===== config.mk =====
export PLATFORM = sky130hd
export DESIGN_NAME = param_seq_det
export DESIGN_NICKNAME = d
export VERILOG_FILES = /design/src/rtl/param_seq_det.sv
export SDC_FILE = /design/constraint.sdc
export NUM_CORES = 1
export LEC_CHECK = 0
export CORE_MARGIN = 4
export CORE_UTILIZATION = 56
export CTS_CLUSTER_DIAMETER = 100
export CTS_CLUSTER_SIZE = 30
export DETAILED_ROUTE_END_ITERATION = 10
export GPL_TIMING_DRIVEN = 0
export PLACE_DENSITY_LB_ADDON = 0.12
export SLEW_MARGIN = 20
export SYNTH_ARGS = -nofsm -noshare
export SYNTH_HDL_FRONTEND = slang
export SYNTH_SLANG_ARGS = --single-unit

===== constraint.sdc =====
create_clock -name clk -period 4.37 [get_ports clk]
set_input_delay 0.874 -clock clk [delete_from_list [all_inputs] [get_ports clk]]
set_output_delay 0.874 -clock clk [all_outputs]
set_load 0.01 [all_outputs]

===== src/rtl/param_seq_det.sv =====
// Runtime-programmable serial sequence detector: valid-qualified input,
// selectable overlapping matches and a saturating match counter.
module param_seq_det #(
  parameter int MAX_LEN = 8,
  parameter int CNT_W   = 8,
  parameter int LEN_W   = $clog2(MAX_LEN + 1)
) (
  input  logic               clk,
  input  logic               rst,
  input  logic               serIn,
  input  logic               in_valid,
  input  logic               cfg_load,
  input  logic [MAX_LEN-1:0] cfg_pattern,
  input  logic [LEN_W-1:0]   cfg_len,
  input  logic               cfg_overlap,
  output logic               w,
  output logic [CNT_W-1:0]   match_cnt,
  output logic               cfg_err
);
  // state | meaning
  // IDLE  | no legal config latched; input ignored
  // ARMED | legal config latched; shifting valid bits and matching
  typedef enum logic {IDLE, ARMED} state_t;

  localparam logic [LEN_W-1:0] LEN_MAX = LEN_W'(MAX_LEN);
  localparam logic [LEN_W-1:0] LEN_MIN = LEN_W'(2);

  state_t             state_q, state_d;
  logic [MAX_LEN-1:0] pat_q, pat_d, hist_q, hist_d, new_hist, len_mask;
  logic [LEN_W-1:0]   len_q, len_d, fill_q, fill_d, new_fill;
  logic               ovl_q, ovl_d, w_d, err_d, hit;
  logic [CNT_W-1:0]   cnt_d;

  // Only the low len bits of history take part in the compare.
  always_comb begin
    len_mask = '0;
    for (int i = 0; i < MAX_LEN; i++) begin
      len_mask[i] = (LEN_W'(i) < len_q);
    end
    new_hist = (hist_q << 1) | MAX_LEN'(serIn);
    new_fill = (fill_q == LEN_MAX) ? fill_q : fill_q + LEN_W'(1);
    hit      = ((new_hist & len_mask) == (pat_q & len_mask)) && (new_fill >= len_q);
  end

  always_comb begin
    state_d = state_q;
    pat_d   = pat_q;
    len_d   = len_q;
    ovl_d   = ovl_q;
    hist_d  = hist_q;
    fill_d  = fill_q;
    w_d     = 1'b0;
    cnt_d   = match_cnt;
    err_d   = cfg_err;
    if (cfg_load) begin
      pat_d   = cfg_pattern;
      len_d   = cfg_len;
      ovl_d   = cfg_overlap;
      err_d   = (cfg_len < LEN_MIN) || (cfg_len > LEN_MAX);
      hist_d  = '0;
      fill_d  = '0;
      state_d = err_d ? IDLE : ARMED;
    end else begin
      case (state_q)
        ARMED: begin
          if (in_valid) begin
            hist_d = new_hist;
            fill_d = new_fill;
            if (hit) begin
              w_d = 1'b1;
              if (match_cnt != '1) cnt_d = match_cnt + CNT_W'(1);
              // Non-overlapping: next match must be built from fresh bits.
              if (!ovl_q) fill_d = '0;
            end
          end
        end
        default: ;
      endcase
    end
  end

  always_ff @(posedge clk or negedge rst) begin
    if (!rst) begin
      state_q   <= IDLE;
      pat_q     <= '0;
      len_q     <= '0;
      ovl_q     <= 1'b0;
      hist_q    <= '0;
      fill_q    <= '0;
      w         <= 1'b0;
      match_cnt <= '0;
      cfg_err   <= 1'b0;
    end else begin
      state_q   <= state_d;
      pat_q     <= pat_d;
      len_q     <= len_d;
      ovl_q     <= ovl_d;
      hist_q    <= hist_d;
      fill_q    <= fill_d;
      w         <= w_d;
      match_cnt <= cnt_d;
      cfg_err   <= err_d;
    end
  end

endmodule


* After elaboration in Yosys (flattened, before gate mapping)
Index checks and enable logic that the tools add are counted.
** Storage, ports and cells
- Register bits after elaboration :: 35
** Operators by class
- Add/sub/neg operators :: 2
- $lt $le $gt $ge :: 11
- Eq/ne operators :: 3
- Multiplexer cells :: 14
- Bitwise gates (word level) :: 4
- Reduce and logical (&&, ||, !) cells :: 6
** Operators by type and width (count)
- two-way mux 4 bit :: 6
- two-way mux 7 bit :: 3
- bitwise AND 8 bit :: 2
- less-than comparator 3 x 4 -> 1 bit, first input constant :: 4
- adder 8 x 1 -> 8 bit, second input constant :: 1
- equality test 8 bit :: 1
- less-than comparator 1 x 4 -> 1 bit, first input constant :: 2
- less-than comparator 2 x 4 -> 1 bit, first input constant :: 2
- != test 8 bit, second input constant :: 1
- OR 8 x 1 -> 8 bit :: 1
- two-way mux 1 bit :: 5
- AND reduction 5 bit :: 1
- adder 4 x 1 -> 4 bit, second input constant :: 1
- equality test 4 bit, second input constant :: 1
- >= comparator 4 bit :: 1
- > comparator 4 bit, second input constant :: 1
- less-than comparator 4 x 2 -> 1 bit, second input constant :: 1
- nonzero test 2 bit :: 2
- AND reduction 2 bit :: 1
- logical AND 1 bit :: 1
- logical OR 1 bit :: 1
- NOT 1 bit :: 1

* Depth between registers and ports, before layout
Gate-level depths: netlist of run 1.
- Word-level depth :: 8
- Depth in mapped cells :: 12

* Worst setup path after synthesis of run 1
Ideal clock, no wire load.
- Path type :: reg2reg
- Start point :: register fill_q[0]
- End point :: register match_cnt[1]
- Setup time :: 0.125 ns
- Arrival :: 2.287 ns
- Required time :: 4.245 ns
- Slack :: 1.958 ns
- Stages on the path, launching flop included :: 12
- Path buffers :: 0
- Period minus slack after synthesis :: 2.412 ns
- Path through :: dfrtp_1 -> inv_1 -> ha_1 -> nand2_1 -> nor2_1 -> xnor2_1 -> ha_1 -> nand2b_1 -> a2111oi_0 -> a211oi_1 -> nand4_2 -> mux2_2
** On the way
- Cells in the longest elaborated chain, start to end :: 5
- Elaborated cells on any way between the ends :: 6
- Classes of those cells :: add/sub (1); order compare (1); eq/ne (1); mux (1); reduce/logical (2)
** Ends and longest elaborated chain
- start, declared :: line 30 : logic [LEN_W-1:0] len_q, len_d, fill_q, fill_d, new_fill;
- start signal, assigned :: line 99 : fill_q <= fill_d;
- adder 4 x 1 -> 4 bit or equality test 4 bit (tied branches) :: line 41 : new_fill = (fill_q == LEN_MAX) ? fill_q : fill_q + LEN_W'(1);
- two-way mux 4 bit (*) :: line 41
- >= comparator 4 bit (*) :: line 42 : hit = ((new_hist & len_mask) == (pat_q & len_mask)) && (new_fill >= len_q);
- logical AND 1 bit (*) :: line 42
- AND reduction 5 bit (no source line) (*)
- end signal, assigned :: line 101 : match_cnt <= cnt_d;
- end, declared :: line 17 : output logic [CNT_W-1:0] match_cnt,
Every way passes the cells marked *; elsewhere a longest branch is shown, timed or not.
A chain may end at the register's enable or synchronous reset.

* Worst setup path in the final report of run 1
Ends and elaborated chain as after synthesis.

==> metrics.cfg, run 1 <==
[status]
run_status = finished, final reports clean

[grt]
grt_util_met3_pct = 6.65
grt_antenna_before_repair = 0
grt.met2_usage_pct = 31.9
grt_first_pass_wirelength_um = 6020
globalRoute.busiestLayer = met2
grt_overflow_total = 0
grt_max_degree = 21
globalRouteTotalUtil_pct = 19.5
vias_in_the_first_global_route = 1320
grt_util_met1_pct = 24.4

[final_layout]
stdcell_area_um2 = 2080
layout-area-overhead-vs-synth_pct = 22.8
n_antenna_cell = 0
final.fill_count = 204
drive_above_1_share_pct = 12.6
design.final.nets = 207

[timing]
timing_hold_violations_final = 0
number_of_slew_limit_violations_in_the_final_report = 0
rsz0062_at_grt = false
period_needed_ns = 2.72
setup_viol_count_final = 0
worstMarginPinSlew_ns = 0.587
totalNegativeSetupSlack_ns = 0
timing.slew.headroom_pct = 60.9
finalClockSkew_ns = 0.0199
final_cycle_share_pct = 62.3
clock.fmax_mhz = 367

[hold_path]
holdCritPathClass = primary input to asynchronous set/reset pin

[drt]
postRouteWirelength_um = 3240
drt_iter0_drc = 43
drt_via_density = 5.79
wl_per_cell_um = 15.1
drcViolationCount = 0
vias = 1238
count_of_tritonroute_iterations_in_the_first_routing_pass = 4
route.antenna.remaining_nets = 0

[placed_design]
io_buffer_count = 27
gpl_congestion = 0.858
dp_hpwl_um = 2500
placed_cell_area_um2 = 2020

[clock_network]
max-clock-path-buffers = 2
clk_transition_reported_paths_ns = 0.11
insertion_delay_ns = 0.34
cts_inserted_buffers = 5
cts.htree.levels = 2
ctsHoldBuffers = 0
post-cts-setup-buffer-count = 0
cts_tree = done
cts.sink_count = 35
count_of_instances_resized_after_the_clock_tree_is_built = 0
cts_root_buf = sky130_fd_sc_hd__clkbuf_4

[floorplan]
die_width_um = 62.9
floorplan.rows = 19
design.portCount = 28
design.core.area_um2 = 2830
die_h_um = 62.9
floorplan_die_area_um2 = 3960
effective_utilization_at_floorplan_pct = 59.8

[worst_setup_path]
worst_setup_path_start_kind = register
crit_arrival_ns = 2.96
worst_endpoint_required_time_ns = 4.61
setup.worst_path.class = register to register
cp_max_fo = 8
worstSetupEndpointType = register

[power]
cellPowerDensity_nw_per_um2 = 302
vdd.ir_drop.worst_v = 0.000257
p_leak_nw = 0.921

[yosys]
netlist.top_cell.by_area = sky130_fd_sc_hd__dfrtp_1
syn-instance-count = 147
synth_enable_flop_cells = 0
postSynth.topFlopCell = sky130_fd_sc_hd__dfrtp_1
synth.top_cell.area_share_pct = 51.8
synthDistinctLibCells = 30
ys_top_cells_by_area = sky130_fd_sc_hd__dfrtp_1, sky130_fd_sc_hd__mux2_2, sky130_fd_sc_hd__ha_1
number_of_synthesis_warnings = 0
synthesis.area_per_instance_um2 = 11.5
synth.cell_area_um2 = 1690
synth.yosys.seq_area_share_pct = 51.8
yosys_register_bits = 35
async_flop_share_pct = 100
synth.net_count = 172

[flow_run]
max_cap_viol_count = 0

==> per-stage QoR <==
stage	total power, mW	setup slack, ns	hold WS (ns)	cells	utilization [%]
final	0.627	1.65	0.445	214	73.4
after global routing	0.668	1.40	0.436	214	73.4
after CTS	0.633	1.69	0.449	214	73.4
after detailed placement	0.466	1.73	0.492	206	71.5
after global placement	0.459	1.70	0.479	205	70.7
after floorplan	0.418	1.96	0.473	147	-
==> worst max-delay path, cell delays in order (launching register included) <==
cell and delay [ns]:
sky130_fd_sc_hd__dfrtp_1 0.42, sky130_fd_sc_hd__inv_1 0.09, sky130_fd_sc_hd__ha_1 0.20, sky130_fd_sc_hd__nand2_1 0.08, sky130_fd_sc_hd__nor2_1 0.05, sky130_fd_sc_hd__xnor2_1 0.23
sky130_fd_sc_hd__ha_1 0.27, sky130_fd_sc_hd__nand2b_1 0.13, sky130_fd_sc_hd__a2111oi_0 0.44, sky130_fd_sc_hd__a211oi_1 0.13, sky130_fd_sc_hd__nand4_2 0.21, sky130_fd_sc_hd__mux2_2 0.36
==> placed cells by master (no fill, tap or decap), drive strengths merged <==
cell / instances
a2111oi: 1
a211oi: 2
a21oi: 2
a22o: 8
a32o: 3
buf: 3
clkbuf: 9
clkdlybuf4s50: 26
clkinv: 1
clkinvlp: 1
dfrtp: 35
ha: 7
inv: 7
mux2: 11
mux2i: 1
nand2: 9
nand2b: 1
nand3: 7
nand3b: 1
nand4: 2
nor2: 7
nor3: 6
nor4: 1
o211ai: 1
o21a: 4
o21ai: 6
o22ai: 2
o41ai: 1
or2: 1
xnor2: 8
xor2: 9
==> synthesized netlist by cell type, types with 3 or more instances <==
cell                       instances
sky130_fd_sc_hd__a32o_1            3
sky130_fd_sc_hd__o21a_1            4
sky130_fd_sc_hd__dfrtp_1          35
sky130_fd_sc_hd__nand2_1           9
sky130_fd_sc_hd__nand3_1           7
sky130_fd_sc_hd__ha_1              7
sky130_fd_sc_hd__a22o_1            8
sky130_fd_sc_hd__xnor2_1           8
sky130_fd_sc_hd__nor2_1            7
sky130_fd_sc_hd__mux2_2           11
sky130_fd_sc_hd__clkbuf_1          3
sky130_fd_sc_hd__o21ai_0           6
sky130_fd_sc_hd__nor3_1            4
sky130_fd_sc_hd__inv_1             7
sky130_fd_sc_hd__xor2_1            9
==> where the power goes <==
group / total, mW / internal [mW] / switching (mW) / leakage (nW)
clock: 0.169 / 0.0620 / 0.106 / 0.0282
sequential: 0.360 / 0.342 / 0.0183 / 0.454
combinational: 0.0986 / 0.0535 / 0.0450 / 0.438
==> layer usage <==
metal,part of all wire (%),routed length [um]
met1,43,1400
met2,50,1610
met4,1.4,44
met3,5.7,185
met5,0,0
==> final cells by class <==
class,count,area (um2),area share (%)
plain buffers,4,15.0,0.723
clock buffers,6,41.3,1.99
clock inverters,2,12.5,0.603
inverters,7,26.3,1.27
multi-input cells,101,773,37.3
flip-flops and latches,35,876,42.2
well taps,31,38.8,1.87
repair buffers,28,293,14.1
==> kinds of logic (layout without fill, tap and decap cells) <==
group                      count (synthesis)  after routing  synth area share [%]
buffers and inverters                     11             47                  2.44
DFF                                       35             35                  51.8
AOI/OAI and AO/OA                         30             30                  13.2
and+or+nand+nor                           35             35                  10.7
muxes                                     12             12                  7.92
xor gates and xnor gates                  17             17                  8.81
adders and majority gates                  7              7                  5.18
==> final timing paths <==
check                             start      endpoint  slack, ns  cells after the start
setup / recovery              fill_q[0]  match_cnt[1]       1.65                     11
hold / removal                      rst       cfg_err       0.44                      1
setup reg to reg              fill_q[0]  match_cnt[1]       1.65                     11
hold reg to reg            match_cnt[7]  match_cnt[7]       0.52                      1
max in group asynchronous           rst     hist_q[5]       3.50                      2
min in group clk           match_cnt[7]  match_cnt[7]       0.52                      1
==> flip-flops by register name, summed over array words and instances (netlist names) <==
name	flops
cfg_err	1
fill_q	4
hist_q	7
len_q	4
match_cnt	8
ovl_q	1
pat_q	8
state_q	1
w	1
Note: power is estimated with default switching activity, not from simulation.
==> inputs of run 2 (changes only) <==
Settings changed: CORE_UTILIZATION 56 to 47.
Clock period 4.37 ns to 2.25 ns, I/O delays scaled along.
==> metrics.cfg, run 2 (same netlist as run 1, synthesis figures left out) <==
[status]
run_status = finished, violations left
violations_in_the_final_reports = setup timing

[placed_design]
dp_hpwl_um = 2650  ; +6.0%
io_buffer_count = 27  ; unchanged
dpl.cell_count = 221  ; +7.3%
place_ws_ns = -0.297  ; -2.03 ns
gpl_congestion = 0.833  ; -2.9%

[timing]
totalNegativeSetupSlack_ns = -1.75  ; -1.75 ns
setup_viol_count_final = 12  ; +12
worstMarginPinSlew_ns = 0.613  ; +0.0256 ns
timing.slew.headroom_pct = 59.2  ; -1.7 points
timing_hold_violations_final = 0  ; unchanged
final.setup.worst_slack_ns = -0.235  ; -1.88 ns
final_cycle_share_pct = 110  ; +48 points
rsz0062_at_grt = true
finalClockSkew_ns = 0.00961  ; -0.0103 ns
clock.fmax_mhz = 402  ; +9.5%
number_of_slew_limit_violations_in_the_final_report = 0  ; unchanged
period_needed_ns = 2.49  ; -0.236 ns

[final_layout]
layout.core_utilization_pct = 67.3  ; -6.1 points
layout_common_cells = sky130_fd_sc_hd__dfrtp_1, sky130_fd_sc_hd__clkdlybuf4s50_1, sky130_fd_sc_hd__mux2_2, sky130_fd_sc_hd__buf_4, sky130_fd_sc_hd__xor2_1
finalNonFillerCells = 240  ; +12%
layout-area-overhead-vs-synth_pct = 35.9
largest_registers = match_cnt (8), pat_q (8), hist_q (7)
most_frequent_standard_cell_in_the_layout_excluding_fill_and_tap_cells = sky130_fd_sc_hd__dfrtp_1
final.fill_count = 272  ; +33%
drive_above_1_share_pct = 26.3  ; +14 points
design.final.nets = 218  ; +5.3%
n_antenna_cell = 0  ; unchanged

[floorplan]
floorplan.rows = 21  ; +2
die_width_um = 68.0  ; +8.0%
floorplan_die_area_um2 = 4620  ; +17%
design.core.area_um2 = 3420  ; +21%
design.portCount = 28  ; unchanged
effective_utilization_at_floorplan_pct = 49.5  ; -10 points
die_h_um = 68.0  ; +8.0%

[clock_network]
cts.sink_count = 35  ; unchanged
max-clock-path-buffers = 2  ; unchanged
cts.htree.levels = 2  ; unchanged
cts_tree = done
ctsHoldBuffers = 0  ; unchanged
clk_transition_reported_paths_ns = 0.11  ; about the same
cts_inserted_buffers = 5  ; unchanged
insertion_delay_ns = 0.34  ; about the same
cts_root_buf = sky130_fd_sc_hd__clkbuf_4

[worst_setup_path]
cp_max_fo = 8  ; unchanged
crit_arrival_ns = 2.72  ; -0.24 ns
worstSetupEndpointType = register
setup.worst_path.class = register to register
worst_endpoint_required_time_ns = 2.48  ; -2.13 ns
worst_setup_path_start_kind = register

[drt]
drt_via_density = 5.39  ; -6.9%
count_of_tritonroute_iterations_in_the_first_routing_pass = 4  ; unchanged
vias = 1293  ; +4.4%
postRouteWirelength_um = 3640  ; +12%
wl_per_cell_um = 15.2  ; about the same
route.antenna.remaining_nets = 0  ; unchanged
drcViolationCount = 0  ; unchanged
drt_iter0_drc = 85  ; +98%

[power]
cellPowerDensity_nw_per_um2 = 561  ; +86%
vdd.ir_drop.worst_v = 0.000328  ; +28%
design_power_total_mw = 1.29  ; +110%
p_leak_nw = 1.02  ; +11%

[grt]
grt_overflow_total = 0  ; unchanged
grt_antenna_before_repair = 0  ; unchanged
grt_first_pass_wirelength_um = 6220  ; +3.4%
globalRouteTotalUtil_pct = 18.4  ; -1.1 points
grt_max_degree = 21  ; unchanged
vias_in_the_first_global_route = 1360  ; +3.0%

[hold_path]
holdCritPathClass = primary input to asynchronous set/reset pin

[flow_run]
max_cap_viol_count = 0  ; unchanged

run 2: repair_timing:
action	CTS	global route
pin swaps	10	8
gates resized for setup	10	3
setup endpoints to repair	12	13
cloned	0	0
setup buffers	9	2
run 2: metal layers:
| metal | vias up | global-route usage [%] | routed length, um | part of all wire, % |
|---|---|---|---|---|
| li1 | 622 | - | - | - |
| met1 | 642 | 22.8 | 1580 | 43 |
| met2 | 25 | 30.2 | 1880 | 52 |
| met3 | 4 | 5.58 | 149 | 4.1 |
| met4 | 0 | 6.95 | 28 | 0.77 |
| met5 | - | 0 | 0 | 0 |
run 2: final timing paths:
kind	startpoint	endpoint	slack (ns)	depth (start not counted)
hold reg to reg	match_cnt[6]	match_cnt[6]	0.50	1
min in group clk	match_cnt[6]	match_cnt[6]	0.50	1
hold / removal	rst	hist_q[2]	0.02	1
setup reg to reg	fill_q[0]	match_cnt[1]	-0.24	12
max in group asynchronous	rst	match_cnt[0]	1.81	2
setup / recovery	fill_q[0]	match_cnt[1]	-0.24	12
run 2: per-stage QoR:
stage                     area, um2  hold slack (ns)
after floorplan                1740            0.154
final                          2300           0.0176
after detailed placement       2090            0.398
after global placement         2070            0.478
after CTS                      2270           0.0194
after global routing           2300           0.0144
run 2: worst max-delay path, stage by stage (launching register included):
cell                        delay (ns)
sky130_fd_sc_hd__dfrtp_1          0.42
sky130_fd_sc_hd__inv_2            0.07
sky130_fd_sc_hd__ha_4             0.16
sky130_fd_sc_hd__nand2_4          0.06
sky130_fd_sc_hd__nor2_4           0.04
sky130_fd_sc_hd__xnor2_2          0.20
sky130_fd_sc_hd__ha_1             0.27
sky130_fd_sc_hd__nand2b_4         0.15
sky130_fd_sc_hd__a2111oi_4        0.29
sky130_fd_sc_hd__a211oi_2         0.09
sky130_fd_sc_hd__buf_4            0.16
sky130_fd_sc_hd__nand4_4          0.15
sky130_fd_sc_hd__mux2_4           0.31
run 2: power breakdown:
part	total, mW	switching, mW	leakage, nW	internal, mW
sequential	0.701	0.0376	0.454	0.664
combinational	0.253	0.110	0.541	0.143
clock	0.335	0.214	0.0282	0.121
run 2: final cells by class:
cell class | instances | area, um2 | area share, %
clock inverters | 2 | 12.5 | 0.545
multi-input cells | 101 | 890 | 38.7
clock buffers | 6 | 41.3 | 1.80
flip-flops and latches | 35 | 876 | 38.1
inverters | 7 | 26.3 | 1.14
plain buffers | 4 | 15.0 | 0.654
well taps | 46 | 57.6 | 2.51
repair buffers | 39 | 379 | 16.5
==> inputs of run 3 (changes only) <==
Settings changed: CORE_MARGIN 4 to default, SETUP_SLACK_MARGIN from default to 0.3.
==> metrics.cfg, run 3 (same netlist as run 1, synthesis figures left out) <==
[status]
run_status = finished, violations left
violations_in_the_final_reports = setup timing

[timing]
timing.slew.headroom_pct = 57.8  ; -1.4 points
final_cycle_share_pct = 111  ; +1.0 points
number_of_slew_limit_violations_in_the_final_report = 0  ; unchanged
clock.fmax_mhz = 399  ; -0.92%
worstMarginPinSlew_ns = 0.633  ; +0.0208 ns
totalNegativeSetupSlack_ns = -2.17  ; -0.419 ns
finalClockSkew_ns = 0.0117  ; +0.00211 ns
setup_viol_count_final = 12  ; unchanged
period_needed_ns = 2.51  ; +0.0232 ns
rsz0062_at_grt = true
final.setup.worst_slack_ns = -0.258  ; -0.0232 ns
timing_hold_violations_final = 0  ; unchanged

[clock_network]
insertion_delay_ns = 0.34  ; about the same
cts_root_buf = sky130_fd_sc_hd__clkbuf_4
cts_tree = done
cts.sink_count = 35  ; unchanged
clk_transition_reported_paths_ns = 0.11  ; about the same
max-clock-path-buffers = 2  ; unchanged
cts_inserted_buffers = 5  ; unchanged
cts.htree.levels = 2  ; unchanged

[grt]
vias_in_the_first_global_route = 1301  ; -4.3%
grt_first_pass_wirelength_um = 5930  ; -4.8%
grt_max_degree = 22  ; +4.8%
grt_antenna_before_repair = 0  ; unchanged
globalRouteTotalUtil_pct = 22.1  ; +3.6 points
grt_overflow_total = 0  ; unchanged

[power]
power.net_switching_mw = 0.351  ; -2.8%
cellPowerDensity_nw_per_um2 = 580  ; +3.3%
swShare_pct = 26.3  ; -1.7 points
seqPwrFrac_pct = 52.6  ; -1.8 points
design_power_total_mw = 1.33  ; +3.5%
internal-power_mw = 0.983  ; +5.9%
p_leak_nw = 1.02  ; -0.83%
vdd.ir_drop.worst_v = 0.000417  ; +27%
clock_share_of_power_pct = 29.5  ; +3.5 points
comb_power_share_pct = 17.9  ; -1.7 points

[drt]
wl_per_cell_um = 15.1  ; -0.17%
drcViolationCount = 0  ; unchanged
vias = 1310  ; +1.3%
drt_via_density = 5.46  ; +1.3%
count_of_tritonroute_iterations_in_the_first_routing_pass = 4  ; unchanged
postRouteWirelength_um = 3630  ; -0.17%
route.antenna.remaining_nets = 0  ; unchanged
drt_iter0_drc = 59  ; -31%

[worst_setup_path]
worst_endpoint_required_time_ns = 2.48  ; about the same
timing.rr.end = match_cnt[1]
crit_arrival_ns = 2.74  ; +0.02 ns
r2r.worst_path.cells = 12  ; unchanged
reg2reg_slack_ns = -0.26  ; -0.02 ns
worst_setup_path_start_kind = register
cp_max_fo = 8  ; unchanged
worstSetupEndpointType = register
worst_r2r_startpoint = fill_q[1]
setup.worst_path.class = register to register

[floorplan]
design.core.area_um2 = 3390  ; -0.77%
die_h_um = 62.0  ; -8.8%
effective_utilization_at_floorplan_pct = 49.9  ; +0.38 points
floorplan_die_area_um2 = 3840  ; -17%
design.portCount = 28  ; unchanged
die_width_um = 62.0  ; -8.8%
floorplan.rows = 21  ; unchanged

[hold_path]
hold-path-endpoint = match_cnt[6]
min_delay_path_depth = 1
worstHoldStart = match_cnt[6]
holdCritPathClass = register to register

[final_layout]
design.final.nets = 218  ; unchanged
n_antenna_cell = 0  ; unchanged
final.fill_count = 236  ; -13%
stdcell_area_um2 = 2300  ; +0.22%
most_frequent_standard_cell_in_the_layout_excluding_fill_and_tap_cells = sky130_fd_sc_hd__dfrtp_1
largest_registers = match_cnt (8), pat_q (8), hist_q (7)
finalNonFillerCells = 240  ; unchanged
layout_common_cells = sky130_fd_sc_hd__dfrtp_1, sky130_fd_sc_hd__clkdlybuf4s50_1, sky130_fd_sc_hd__mux2_2, sky130_fd_sc_hd__buf_4, sky130_fd_sc_hd__xor2_1
layout-area-overhead-vs-synth_pct = 36.2
layout.core_utilization_pct = 67.9  ; +0.67 points
drive_above_1_share_pct = 25.8  ; -0.52 points

[placed_design]
dpl.cell_count = 221  ; unchanged
gpl_congestion = 0.846  ; +1.6%
placed_cell_area_um2 = 2090  ; unchanged
io_buffer_count = 27  ; unchanged
dp_hpwl_um = 2600  ; -1.9%

[flow_run]
max_cap_viol_count = 0  ; unchanged

==> run 3: power groups by stage <==
stage          combinational (mW)  sequential [mW]  clock (mW)
2_1_floorplan               0.132            0.708           0
3_3_place_gp                0.209            0.712           0
3_5_place_dp                0.221            0.715           0
4_1_cts                     0.242            0.702       0.403
5_1_grt                     0.266            0.708       0.425
6_report                    0.239            0.701       0.393
==> run 3: layout make-up <==
cell class / count / area, um2 / share of cell area (%)
Multi-Input combinational cell: 101 / 881 / 38.3
Buffer: 4 / 15.0 / 0.652
Tap cell: 46 / 57.6 / 2.50
Inverter: 7 / 26.3 / 1.14
Clock buffer: 8 / 68.8 / 2.99
Timing Repair Buffer: 39 / 378 / 16.4
Sequential cell: 35 / 876 / 38.0
==> run 3: how the worst max path moves through the flow <==
| stage | startpoint | end | cells past startpoint |
|---|---|---|---|
| after CTS | fill_q[1] | match_cnt[1] | 12 |
| after global routing | fill_q[1] | match_cnt[3] | 14 |
| final | fill_q[1] | match_cnt[1] | 12 |
| after global placement | fill_q[0] | fill_q[2] | 12 |
| after detailed placement | fill_q[0] | fill_q[2] | 12 |
| after floorplan | fill_q[0] | match_cnt[1] | 11 |
==> run 3: critical path: stages, from the launching register on <==
cell and delay [ns]:
sky130_fd_sc_hd__dfrtp_1 0.45, sky130_fd_sc_hd__inv_2 0.09, sky130_fd_sc_hd__ha_4 0.14, sky130_fd_sc_hd__nand2_4 0.05
sky130_fd_sc_hd__nor2_4 0.12, sky130_fd_sc_hd__xnor2_2 0.14, sky130_fd_sc_hd__ha_1 0.26, sky130_fd_sc_hd__nand2b_4 0.15
sky130_fd_sc_hd__a2111oi_4 0.29, sky130_fd_sc_hd__a211oi_2 0.09, sky130_fd_sc_hd__buf_4 0.16, sky130_fd_sc_hd__nand4_4 0.15
sky130_fd_sc_hd__mux2_4 0.31
==> run 3: routing by layer <==
layer / share of wire, % / GRT usage [%] / routed length [um] / vias up
li1: - / - / - / 619
met1: 44 / 27.8 / 1600 / 657
met2: 49 / 34.5 / 1790 / 24
met3: 3.7 / 7.25 / 133 / 10
met4: 2.8 / 9.84 / 103 / 0
met5: 0 / 0 / 0 / -
==> run 3: through the flow <==
step / hold WS (ns) / worst slack (ns)
after floorplan: 0.154 / -0.0136
after global placement: 0.484 / -0.194
after detailed placement: 0.383 / -0.267
after CTS: 0.511 / -0.227
after global routing: 0.518 / -0.385
final: 0.505 / -0.258
==> run 3: what timing repair did <==
action                                 4_1_cts  5_1_grt
hold buffers                                 1        0
gates resized for setup                      9        3
pin swaps                                   10        5
setup buffers                                9        1
endpoints found under the hold margin        6        0
setup endpoints to repair                   13       13
